==> config.mk <==
export PLATFORM = sky130hd
export DESIGN_NAME = matrix_mac_sequencer_flat
export DESIGN_NICKNAME = d
export VERILOG_FILES = /design/src/rtl/matrix_mac_pkg.sv /design/src/rtl/matrix_mac_sequencer_if.sv /design/src/rtl/matrix_operand_bank.sv /design/src/rtl/matrix_mac_sequencer.sv /design/src/flat_wrapper.sv
export SDC_FILE = /design/constraint.sdc
export NUM_CORES = 1
export LEC_CHECK = 0
export CAP_MARGIN = 5
export CORE_MARGIN = 1
export CORE_UTILIZATION = 35
export DETAILED_ROUTE_END_ITERATION = 6
export GPL_ROUTABILITY_DRIVEN = 0
export GPL_TIMING_DRIVEN = 0
export SLEW_MARGIN = 20
export SYNTH_ARGS = -nofsm -noshare
export SYNTH_HDL_FRONTEND = slang
export SYNTH_SLANG_ARGS = --single-unit
==> constraint.sdc <==
create_clock -name clock -period 2.55 [get_ports clock]
set_input_delay 0.51 -clock clock [delete_from_list [all_inputs] [get_ports clock]]
set_output_delay 0.51 -clock clock [all_outputs]
set_load 0.05 [all_outputs]
==> src/rtl/matrix_mac_pkg.sv <==
// rtl/matrix_mac_pkg.sv - shared types and width helpers for the matrix MAC sequencer
package matrix_mac_pkg;

    typedef enum logic [2:0] {
        IDLE,
        CLEAR,
        FEED,
        WAIT,
        EMIT,
        DONE
    } state_t;

    localparam logic MAT_A = 1'b0;
    localparam logic MAT_B = 1'b1;

    // Ceiling log2, never below 1 so that index ports always have at least one bit.
    function automatic int clog2(input int value);
        int bits;
        int rem;
        bits = 0;
        rem  = value - 1;
        while (rem > 0) begin
            bits = bits + 1;
            rem  = rem >> 1;
        end
        return (bits < 1) ? 1 : bits;
    endfunction

    function automatic int acc_width(input int data_width, input int dim);
        return 2 * data_width + clog2(dim);
    endfunction

endpackage

==> src/rtl/matrix_mac_sequencer_if.sv <==
// rtl/matrix_mac_sequencer_if.sv - MAC datapath and result stream bundle
interface matrix_mac_sequencer_if
    import matrix_mac_pkg::*;
#(
    parameter int DATA_WIDTH = 8,
    parameter int DIM        = 4,
    parameter int ACC_WIDTH  = acc_width(DATA_WIDTH, DIM)
);
    localparam int IDX_WIDTH = clog2(DIM);

    logic                  mac_clear;
    logic                  mac_enable;
    logic [DATA_WIDTH-1:0] mac_operand_1;
    logic [DATA_WIDTH-1:0] mac_operand_2;
    logic [ACC_WIDTH-1:0]  mac_result;

    logic                  res_valid;
    logic                  res_ready;
    logic [ACC_WIDTH-1:0]  res_data;
    logic [IDX_WIDTH-1:0]  res_row;
    logic [IDX_WIDTH-1:0]  res_col;
    logic                  res_last;

    modport master (
        output mac_clear, mac_enable, mac_operand_1, mac_operand_2,
        input  mac_result,
        output res_valid, res_data, res_row, res_col, res_last,
        input  res_ready
    );

    modport slave (
        input  mac_clear, mac_enable, mac_operand_1, mac_operand_2,
        output mac_result,
        input  res_valid, res_data, res_row, res_col, res_last,
        output res_ready
    );

endinterface

==> src/rtl/matrix_operand_bank.sv <==
// rtl/matrix_operand_bank.sv - DIM*DIM operand register array, one write and one async read port
module matrix_operand_bank #(
    parameter int DATA_WIDTH = 8,
    parameter int DEPTH      = 16,
    parameter int ADDR_WIDTH = 4
) (
    input  logic                  clock,
    input  logic                  we,
    input  logic [ADDR_WIDTH-1:0] waddr,
    input  logic [DATA_WIDTH-1:0] wdata,
    input  logic [ADDR_WIDTH-1:0] raddr,
    output logic [DATA_WIDTH-1:0] rdata
);

    logic [DATA_WIDTH-1:0] mem [DEPTH];

    // Storage is deliberately not reset; operands survive a sequencer abort.
    always_ff @(posedge clock) begin
        if (we && (int'(waddr) < DEPTH)) begin
            mem[waddr] <= wdata;
        end
    end

    assign rdata = (int'(raddr) < DEPTH) ? mem[raddr] : '0;

endmodule

==> src/rtl/matrix_mac_sequencer.sv <==
// rtl/matrix_mac_sequencer.sv - drives the MAC through C = A x B and streams results; MAC_SEQ_STALL_CNT_EN adds stall_count
module matrix_mac_sequencer
    import matrix_mac_pkg::*;
#(
    parameter int DATA_WIDTH  = 8,
    parameter int DIM         = 4,
    parameter int ACC_WIDTH   = acc_width(DATA_WIDTH, DIM),
    parameter int MAC_LATENCY = 1
) (
    input  logic                          clock,
    input  logic                          reset,
    input  logic                          start,
    output logic                          busy,
    output logic                          done,
    input  logic                          load_we,
    input  logic                          load_sel,
    input  logic [clog2(DIM*DIM)-1:0]     load_addr,
    input  logic [DATA_WIDTH-1:0]         load_data,
    matrix_mac_sequencer_if.master        bus
`ifdef MAC_SEQ_STALL_CNT_EN
    ,
    output logic [15:0]                   stall_count
`endif
);

    localparam int IDX_WIDTH  = clog2(DIM);
    localparam int ADDR_WIDTH = clog2(DIM * DIM);
    localparam int WAIT_WIDTH = clog2(MAC_LATENCY + 1);

    localparam logic [IDX_WIDTH-1:0]  IDX_LAST  = IDX_WIDTH'(DIM - 1);
    localparam logic [WAIT_WIDTH-1:0] WAIT_LAST = WAIT_WIDTH'(MAC_LATENCY - 1);

    state_t                 state;
    logic [IDX_WIDTH-1:0]   i;
    logic [IDX_WIDTH-1:0]   j;
    logic [IDX_WIDTH-1:0]   k;
    logic [WAIT_WIDTH-1:0]  wait_cnt;

    logic [IDX_WIDTH-1:0]   rd_k;
    logic [ADDR_WIDTH-1:0]  addr_a;
    logic [ADDR_WIDTH-1:0]  addr_b;
    logic [DATA_WIDTH-1:0]  data_a;
    logic [DATA_WIDTH-1:0]  data_b;
    logic                   we_a;
    logic                   we_b;

    assign we_a = load_we && (state == IDLE) && (load_sel == MAT_A);
    assign we_b = load_we && (state == IDLE) && (load_sel == MAT_B);

    // Operands are registered, so the banks are read one step ahead of the
    // k that the MAC will see on the following cycle.
    assign rd_k   = (state == CLEAR) ? '0 : k + 1'b1;
    assign addr_a = ADDR_WIDTH'(i) * ADDR_WIDTH'(DIM) + ADDR_WIDTH'(rd_k);
    assign addr_b = ADDR_WIDTH'(rd_k) * ADDR_WIDTH'(DIM) + ADDR_WIDTH'(j);

    matrix_operand_bank #(
        .DATA_WIDTH (DATA_WIDTH),
        .DEPTH      (DIM * DIM),
        .ADDR_WIDTH (ADDR_WIDTH)
    ) u_bank_a (
        .clock (clock),
        .we    (we_a),
        .waddr (load_addr),
        .wdata (load_data),
        .raddr (addr_a),
        .rdata (data_a)
    );

    matrix_operand_bank #(
        .DATA_WIDTH (DATA_WIDTH),
        .DEPTH      (DIM * DIM),
        .ADDR_WIDTH (ADDR_WIDTH)
    ) u_bank_b (
        .clock (clock),
        .we    (we_b),
        .waddr (load_addr),
        .wdata (load_data),
        .raddr (addr_b),
        .rdata (data_b)
    );

    always_ff @(posedge clock or negedge reset) begin
        if (!reset) begin
            state             <= IDLE;
            i                 <= '0;
            j                 <= '0;
            k                 <= '0;
            wait_cnt          <= '0;
            busy              <= 1'b0;
            done              <= 1'b0;
            bus.mac_clear     <= 1'b0;
            bus.mac_enable    <= 1'b0;
            bus.mac_operand_1 <= '0;
            bus.mac_operand_2 <= '0;
            bus.res_valid     <= 1'b0;
            bus.res_data      <= '0;
            bus.res_row       <= '0;
            bus.res_col       <= '0;
            bus.res_last      <= 1'b0;
`ifdef MAC_SEQ_STALL_CNT_EN
            stall_count       <= '0;
`endif
        end else begin
            case (state)
                IDLE: begin
                    done <= 1'b0;
                    if (start) begin
                        state         <= CLEAR;
                        busy          <= 1'b1;
                        i             <= '0;
                        j             <= '0;
                        bus.mac_clear <= 1'b1;
`ifdef MAC_SEQ_STALL_CNT_EN
                        stall_count   <= '0;
`endif
                    end
                end
                CLEAR: begin
                    state             <= FEED;
                    k                 <= '0;
                    bus.mac_clear     <= 1'b0;
                    bus.mac_enable    <= 1'b1;
                    bus.mac_operand_1 <= data_a;
                    bus.mac_operand_2 <= data_b;
                end
                FEED: begin
                    if (k == IDX_LAST) begin
                        state             <= WAIT;
                        wait_cnt          <= '0;
                        bus.mac_enable    <= 1'b0;
                        bus.mac_operand_1 <= '0;
                        bus.mac_operand_2 <= '0;
                    end else begin
                        k                 <= k + 1'b1;
                        bus.mac_operand_1 <= data_a;
                        bus.mac_operand_2 <= data_b;
                    end
                end
                WAIT: begin
                    if (wait_cnt == WAIT_LAST) begin
                        state         <= EMIT;
                        bus.res_valid <= 1'b1;
                        bus.res_data  <= bus.mac_result;
                        bus.res_row   <= i;
                        bus.res_col   <= j;
                        bus.res_last  <= (i == IDX_LAST) && (j == IDX_LAST);
                    end else begin
                        wait_cnt <= wait_cnt + 1'b1;
                    end
                end
                EMIT: begin
                    if (bus.res_ready) begin
                        bus.res_valid <= 1'b0;
                        if (bus.res_last) begin
                            state <= DONE;
                            done  <= 1'b1;
                        end else begin
                            state         <= CLEAR;
                            bus.mac_clear <= 1'b1;
                            if (j == IDX_LAST) begin
                                j <= '0;
                                i <= i + 1'b1;
                            end else begin
                                j <= j + 1'b1;
                            end
                        end
                    end
`ifdef MAC_SEQ_STALL_CNT_EN
                    else if (stall_count != 16'hFFFF) begin
                        stall_count <= stall_count + 16'd1;
                    end
`endif
                end
                DONE: begin
                    state <= IDLE;
                    done  <= 1'b0;
                    busy  <= 1'b0;
                end
                default: begin
                    state <= IDLE;
                end
            endcase
        end
    end

endmodule
==> src/flat_wrapper.sv <==
// flat-port wrapper written by rule: the top's interface ports become plain ports
module matrix_mac_sequencer_flat import matrix_mac_pkg::*;
#(
    parameter int DATA_WIDTH  = 8,
    parameter int DIM         = 4,
    parameter int ACC_WIDTH   = acc_width(DATA_WIDTH, DIM),
    parameter int MAC_LATENCY = 1
)
  (clock, reset, start, busy, done, load_we, load_sel, load_addr, load_data, bus_mac_clear, bus_mac_enable, bus_mac_operand_1, bus_mac_operand_2, bus_mac_result, bus_res_valid, bus_res_data, bus_res_row, bus_res_col, bus_res_last, bus_res_ready);
  matrix_mac_sequencer_if #(.DATA_WIDTH(DATA_WIDTH), .DIM(DIM), .ACC_WIDTH(ACC_WIDTH)) bus_i ();
  input  logic clock;
  input  logic reset;
  input  logic start;
  output logic busy;
  output logic done;
  input  logic load_we;
  input  logic load_sel;
  input  logic [clog2(DIM*DIM)-1:0] load_addr;
  input  logic [DATA_WIDTH-1:0] load_data;
  output wire logic [$bits(bus_i.mac_clear)-1:0] bus_mac_clear;
  output wire logic [$bits(bus_i.mac_enable)-1:0] bus_mac_enable;
  output wire logic [$bits(bus_i.mac_operand_1)-1:0] bus_mac_operand_1;
  output wire logic [$bits(bus_i.mac_operand_2)-1:0] bus_mac_operand_2;
  input wire logic [$bits(bus_i.mac_result)-1:0] bus_mac_result;
  output wire logic [$bits(bus_i.res_valid)-1:0] bus_res_valid;
  output wire logic [$bits(bus_i.res_data)-1:0] bus_res_data;
  output wire logic [$bits(bus_i.res_row)-1:0] bus_res_row;
  output wire logic [$bits(bus_i.res_col)-1:0] bus_res_col;
  output wire logic [$bits(bus_i.res_last)-1:0] bus_res_last;
  input wire logic [$bits(bus_i.res_ready)-1:0] bus_res_ready;
  assign bus_mac_clear = bus_i.mac_clear;
  assign bus_mac_enable = bus_i.mac_enable;
  assign bus_mac_operand_1 = bus_i.mac_operand_1;
  assign bus_mac_operand_2 = bus_i.mac_operand_2;
  assign bus_i.mac_result = bus_mac_result;
  assign bus_res_valid = bus_i.res_valid;
  assign bus_res_data = bus_i.res_data;
  assign bus_res_row = bus_i.res_row;
  assign bus_res_col = bus_i.res_col;
  assign bus_res_last = bus_i.res_last;
  assign bus_i.res_ready = bus_res_ready;
  matrix_mac_sequencer #(.DATA_WIDTH(DATA_WIDTH), .DIM(DIM), .ACC_WIDTH(ACC_WIDTH), .MAC_LATENCY(MAC_LATENCY)) u_core (.clock(clock), .reset(reset), .start(start), .busy(busy), .done(done), .load_we(load_we), .load_sel(load_sel), .load_addr(load_addr), .load_data(load_data), .bus(bus_i));
endmodule
==> impl_metrics.toml, run 1 <==
[power_and_ir_drop]
combPwrFrac_pct = 38.1
powerDensity_nw_per_um2 = 1135
seqPwrFrac_pct = 36.1
leakagePower_nw = 5.044
clockPowerShare_pct = 25.8
swShare_pct = 36.74
power.switching_mw = 6.293
peakVddDrop_v = 0.0006535
cell_internal_pwr_mw = 10.84

[route]
wl_per_cell_um = 23.24
viasPerCell = 5.432
ant_nets = 0
drc = 0
wl_um = 32170
dr.pass1.iters = 6
vias = 7518
drtIter0Drc = 834

[setup_path]
path_max_fanout = 10
arrival_ns = 2.79
crit_path_end_kind = "register"
r2r-end = "u_core.u_bank_a.mem[3][7]"
reg2reg_depth = 4
r2r_start = "u_core.state[2]"
worst_setup_path_start_kind = "input port"
crit_type = "input port to register"
cp.required_ns = 2.72
regToRegSetupSlack_ns = -0.06

[yosys]
synth_top_flop_cell = "edfxtp_1"
synth_common_cells = "256 x edfxtp_1, 55 x nor2_1, 53 x dfrtp_1"
postSynthCellCount = 784
ys_types = 52
synth_top_cell_area_share_pct = 60.94
synth_area_um2 = 12610
synth_edf_count = 256
synth.area.top_cells = "edfxtp_1 61%, dfrtp_1 11%, mux4_2 5.7%, mux2i_1 3.2%, mux2_2 2.4%"
yosysMostFrequentCell = "edfxtp_1"
async_flop_share_pct = 17.15
seq_area_frac_synth_pct = 71.45
synth_seq_cells = 309
syn_area_per_cell_um2 = 16.09
ys_warn_count = 0
synthesis.nets = 823
synth_largest_area_cell = "edfxtp_1"

[sta]
finalHoldViolations = 0
slew_headroom_pct = 28.73
finalCritPeriodShare_pct = 102.6
worst_slew_pin_slew_ns = 1.061
holdWs_ns = 0.3906
fin_ws_ns = -0.06696
rsz0062_at_grt = "true"
clock_skew_ns = 0.01305
min_period_ns = 2.617
fmax_mhz = 382.1
drv_slew = 0
setup-violations-final = 24

[layout]
finish.utilization_pct = 42.52
n_antenna_cell = 0
nFillCells = 3135
area_delta_synth_final_pct = 19.61
nets = 938
regArea_um2 = 9014
drive_gt1_share_pct = 19.28
multi_input_area_um2 = 3411

[run_status]
status = "finished, violations left"
violations = "negative setup slack"

[min_path]
hold_path_class = "input port to asynchronous set/reset pin"

[flow_run]
drv_cap = 0

[clock_network]
h-tree-depth = 1
cts.sinks = 309
cts_tree = "yes"
clk_latency_ns = 0.56
clock_path_buffers = 3
numCtsBuffers = 30
clkSlewWorstSetupHoldPaths_ns = 0.06
root_buffer = "clkbuf_16"

[grt]
grt_usage_pct = 17.61
grt_max_degree = 33
antenna_found_initial = 0
gr-total-overflow = 0
grt_pass1_vias = 7615
grt_pass1_wl_um = 47730

[place]
dpl.hpwl_um = 21090
port_buffers = 79

[floorplan]
die-width_um = 191.8
pin_count = 80
start_util_pct = 35.55
row_count = 69
die_y_um = 191.8
coreArea_um2 = 35480
die-area_um2 = 36800
## per-layer routing
| metal | up-vias | GRT usage (%) | share of wire (%) |
|---|---|---|---|
| met2 | 290 | 28.33 | 46 |
| met1 | 3842 | 24.16 | 44 |
| met3 | 55 | 3.472 | 7.7 |
| met5 | - | 0 | 0 |
| met4 | 0 | 5.067 | 2.5 |
| li1 | 3331 | - | - |
## cell type report
type	instances	share of cell area, %
sequential	309	59.74
inverter	13	0.3234
buffer	47	1.617
clock inverter	15	0.9702
tap	461	3.823
multi-input combinational	415	22.61
timing repair buffer	83	5.340
clock buffer	41	5.581
## cell usage in the layout, fill, tap and decap left out, drive strengths merged, types with 3 or more instances in the layout
cell / Yosys / routed
edfxtp: 256 / 256
clkdlybuf4s50: 0 / 70
clkbuf: 22 / 63
nor2: 55 / 55
dfrtp: 53 / 53
nand2: 41 / 41
mux2i: 40 / 40
buf: 25 / 37
a21oi: 36 / 36
o21ai: 34 / 34
mux4: 32 / 32
mux2: 27 / 27
o221ai: 17 / 17
nor3: 14 / 14
inv: 12 / 13
a221oi: 11 / 11
clkinv: 1 / 11
o22ai: 9 / 9
and2: 9 / 9
a2bb2oi: 8 / 8
nand2b: 7 / 7
a211oi: 7 / 7
a31oi: 7 / 7
a32oi: 6 / 6
a211o: 6 / 6
a221o: 6 / 6
nor2b: 5 / 5
nand3b: 4 / 4
nand3: 3 / 3
o21bai: 3 / 3
o22a: 3 / 3
o41a: 3 / 3
o211ai: 3 / 3
ha: 3 / 3
nor3b: 3 / 3
## power by group through the flow
stage                     registers [mW]  logic [mW]  clock network, mW
final                               6.19        6.52               4.42
after detailed placement            6.29        6.47                  0
after floorplan                     7.30        3.30                  0
after CTS                           6.19        6.49               4.48
after global placement              6.29        6.43                  0
after global routing                6.23        6.96               4.67
## kinds of logic after synthesis
| group | synth area share [%] |
|---|---|
| flops | 71.45 |
| compound gates | 9.075 |
| simple gates | 5.604 |
| mux | 11.30 |
| buf+inv | 2.271 |
| fa+ha+maj | 0.2976 |
## how the worst max path moves through the flow
stage                    startpoint                     endpoint  slack, ns  cells after the start
CTS                 u_core.state[2]   u_core.u_bank_b.mem[13][0]      -0.07                      5
global route        u_core.state[2]   u_core.u_bank_b.mem[13][0]      -0.25                      5
floorplan           u_core.state[2]   u_core.u_bank_b.mem[12][0]       0.46                      5
global placement              reset  u_core.bus.mac_operand_2[5]      -1.01                      1
finish                 load_addr[0]    u_core.u_bank_a.mem[3][7]      -0.07                      4
detailed placement     load_addr[0]   u_core.u_bank_a.mem[15][5]      -0.59                      4
## critical path, stage by stage
cell	delay (ns)
clkdlybuf4s50_1	0.53
clkbuf_1	0.51
nand3_1	0.33
nor3_1	0.90
## registers in the layout, summed over array words and instances (netlist names)
register,flops
u_core.bus.res_valid,1
u_core.busy,1
u_core.done,1
u_core.i,2
u_core.bus.res_data,18
u_core.bus.mac_operand_1,8
u_core.bus.mac_clear,1
u_core.u_bank_b.mem,128
u_core.u_bank_a.mem,128
u_core.bus.res_row,2
u_core.bus.res_col,2
u_core.j,2
u_core.k,2
u_core.bus.mac_operand_2,8
u_core.state,3
u_core.bus.res_last,1
u_core.bus.mac_enable,1
## through the flow
step	setup TNS (ns)	power, mW	cell area [um2]	cells	setup WS [ns]
final	-1.201	17.13	15090	1384	-0.06696
after global routing	-7.232	17.86	15090	1384	-0.2479
after CTS	-2.756	17.16	15010	1383	-0.06849
after detailed placement	-73.70	12.76	13990	1326	-0.5915
after global placement	-121.38	12.72	13980	1324	-1.007
after floorplan	0	10.60	12610	784	0.4650
## what timing repair did
action / CTS / global route
resized for setup: 8 / 19
cloned: 0 / 0
pin swaps: 0 / 1
setup endpoints to repair: 97 / 140
setup buffers: 0 / 1
hold buffers: 1 / 0
hold endpoints to repair: 21 / 0
Note: power is estimated with default switching activity, not from simulation.
==> inputs of run 2 (changes only) <==
- SLEW_MARGIN: 20 -> unset
==> impl_metrics.toml, run 2 (same netlist as run 1, synthesis figures left out) <==
[run_status]
status = "finished, violations left"
violations = "negative setup slack"

[power_and_ir_drop]
leakagePower_nw = 5.118
combPwrFrac_pct = 38.1
peakVddDrop_v = 0.001010
seqPwrFrac_pct = 36.1
swShare_pct = 36.71
clockPowerShare_pct = 25.8
power.switching_mw = 6.307
power.total_mw = 17.18
powerDensity_nw_per_um2 = 1127
cell_internal_pwr_mw = 10.87

[grt]
grt_max_degree = 33
grt_pass1_wl_um = 47750
grt_pass1_vias = 7471
antenna_found_initial = 0
gr-total-overflow = 0
grt_usage_pct = 17.63

[floorplan]
die-area_um2 = 36800
pin_count = 80
start_util_pct = 35.55
row_count = 69
die_y_um = 191.8
coreArea_um2 = 35480
die-width_um = 191.8

[setup_path]
crit_family = "simple AND/OR/NAND/NOR gates"
worst_setup_path_start_kind = "input port"
cp.required_ns = 2.72
cp_slowest_cell = "nor3_1"
arrival_ns = 2.87
slowest_delay_ns = 0.97
r2r_start = "u_core.state[1]"
cp-startpoint = "load_addr[0]"
path_buf_inv = 2
regToRegSetupSlack_ns = -0.14
path_cells = "clkdlybuf4s50_1 -> clkbuf_1 -> nand3_1 -> nor3_1"
r2r-end = "u_core.u_bank_a.mem[3][7]"
reg2reg_depth = 5
crit_type = "input port to register"
crit_path_end_kind = "register"
path_max_fanout = 10

[sta]
finalHoldViolations = 0
slew_headroom_pct = 21.89
setup-violations-final = 48
min_period_ns = 2.707
fmax_mhz = 369.4
fin_ws_ns = -0.1569
clock_skew_ns = 0.01055
worst_slew_pin_slew_ns = 1.163
drv_slew = 0
rsz0062_at_grt = "true"
holdWs_ns = 0.4713
finalCritPeriodShare_pct = 106.2

[clock_network]
clock_path_buffers = 3
cts.sinks = 309
cts_tree = "yes"
h-tree-depth = 1
clkSlewWorstSetupHoldPaths_ns = 0.06
clk_latency_ns = 0.56
numCtsBuffers = 31
root_buffer = "clkbuf_16"

[place]
dpl.hpwl_um = 21410
dp.cells = 1328
port_buffers = 79

[route]
vias = 7606
dr.pass1.iters = 5
wl_um = 32340
viasPerCell = 5.456
ant_nets = 0
drtIter0Drc = 766
drc = 0
wl_per_cell_um = 23.20

[flow_run]
drv_cap = 0

[layout]
reg.largest.list = "u_core.u_bank_a.mem x128, u_core.u_bank_b.mem x128, u_core.bus.res_data x18"
final_common_cell = "edfxtp_1"
area_delta_synth_final_pct = 20.79
n_antenna_cell = 0
nets = 947
mostFrequentLayoutCells = "256 x edfxtp_1, 75 x clkdlybuf4s50_1, 53 x dfrtp_1"
drive_gt1_share_pct = 18.97
fin_cells = 1394

[min_path]
hold_path_class = "input port to asynchronous set/reset pin"
==> run 2: cell count changes in the layout (fill, tap and decap cells not counted), moves of 3 or more <==
cell	change
buf_16	+4
nor3_1	+3
nor3_2	-3
clkdlybuf4s50_1	+5
nor2_2	-4
==> run 2: layer usage <==
layer / routed length, um / up-vias / global-route usage (%) / part of all wire (%)
met5: 0 / - / 0 / 0
met4: 711 / 0 / 4.762 / 2.2
met3: 2592 / 45 / 3.271 / 8.0
met2: 15110 / 332 / 28.45 / 47
met1: 13920 / 3865 / 24.34 / 43
li1: - / 3364 / - / -
==> run 2: worst max path at each step <==
| stage | slack, ns | end | depth (start not counted) |
|---|---|---|---|
| 2_1_floorplan | 0.46 | u_core.u_bank_b.mem[12][0] | 5 |
| 3_3_place_gp | -1.01 | u_core.bus.mac_operand_2[5] | 1 |
| 3_5_place_dp | -0.67 | u_core.u_bank_b.mem[4][4] | 4 |
| 4_1_cts | -0.16 | u_core.u_bank_b.mem[14][1] | 5 |
| 5_1_grt | -0.27 | u_core.u_bank_a.mem[3][7] | 4 |
| 6_report | -0.16 | u_core.u_bank_a.mem[3][7] | 4 |
==> run 2: repair_timing <==
item / CTS / global route
gates resized for setup: 8 / 22
cloned: 0 / 0
hold buffers: 1 / 0
hold endpoints to repair: 21 / 0
pin swaps: 0 / 1
setup buffers: 0 / 2
setup endpoints to repair: 116 / 169
==> run 2: worst register-to-register path: cells and delay by family, from the launching register on <==
family / cells / cell delay, ns
DFF: 1 / 0.37
and+or+nand+nor: 4 / 1.74
buffers and inverters: 1 / 0.19
==> run 2: per-stage QoR <==
stage	utilization [%]	area (um2)	setup TNS (ns)	worst slack (ns)
detailed placement	39.53	14030	-72.96	-0.6750
floorplan	-	12610	0	0.4650
finish	42.94	15240	-3.855	-0.1569
global route	42.94	15240	-15.00	-0.2680
global placement	39.41	13980	-121.38	-1.007
CTS	42.44	15060	-5.679	-0.1602
==> run 2: cell type report <==
type	count	area, um2
Buffer	47	244.0
Clock buffer	45	898.4
Clock inverter	13	96.34
Fill cell	3133	20250
Inverter	13	48.80
Multi-Input combinational cell	415	3401
Sequential cell	309	9014
Tap cell	461	576.8
Timing Repair Buffer	91	958.4
==> run 2: power groups by stage <==
stage	registers [mW]	clock network [mW]	logic, mW
6_report	6.20	4.43	6.55
5_1_grt	6.23	4.70	6.98
4_1_cts	6.20	4.48	6.49
3_5_place_dp	6.30	0	6.48
3_3_place_gp	6.29	0	6.43
2_1_floorplan	7.30	0	3.30
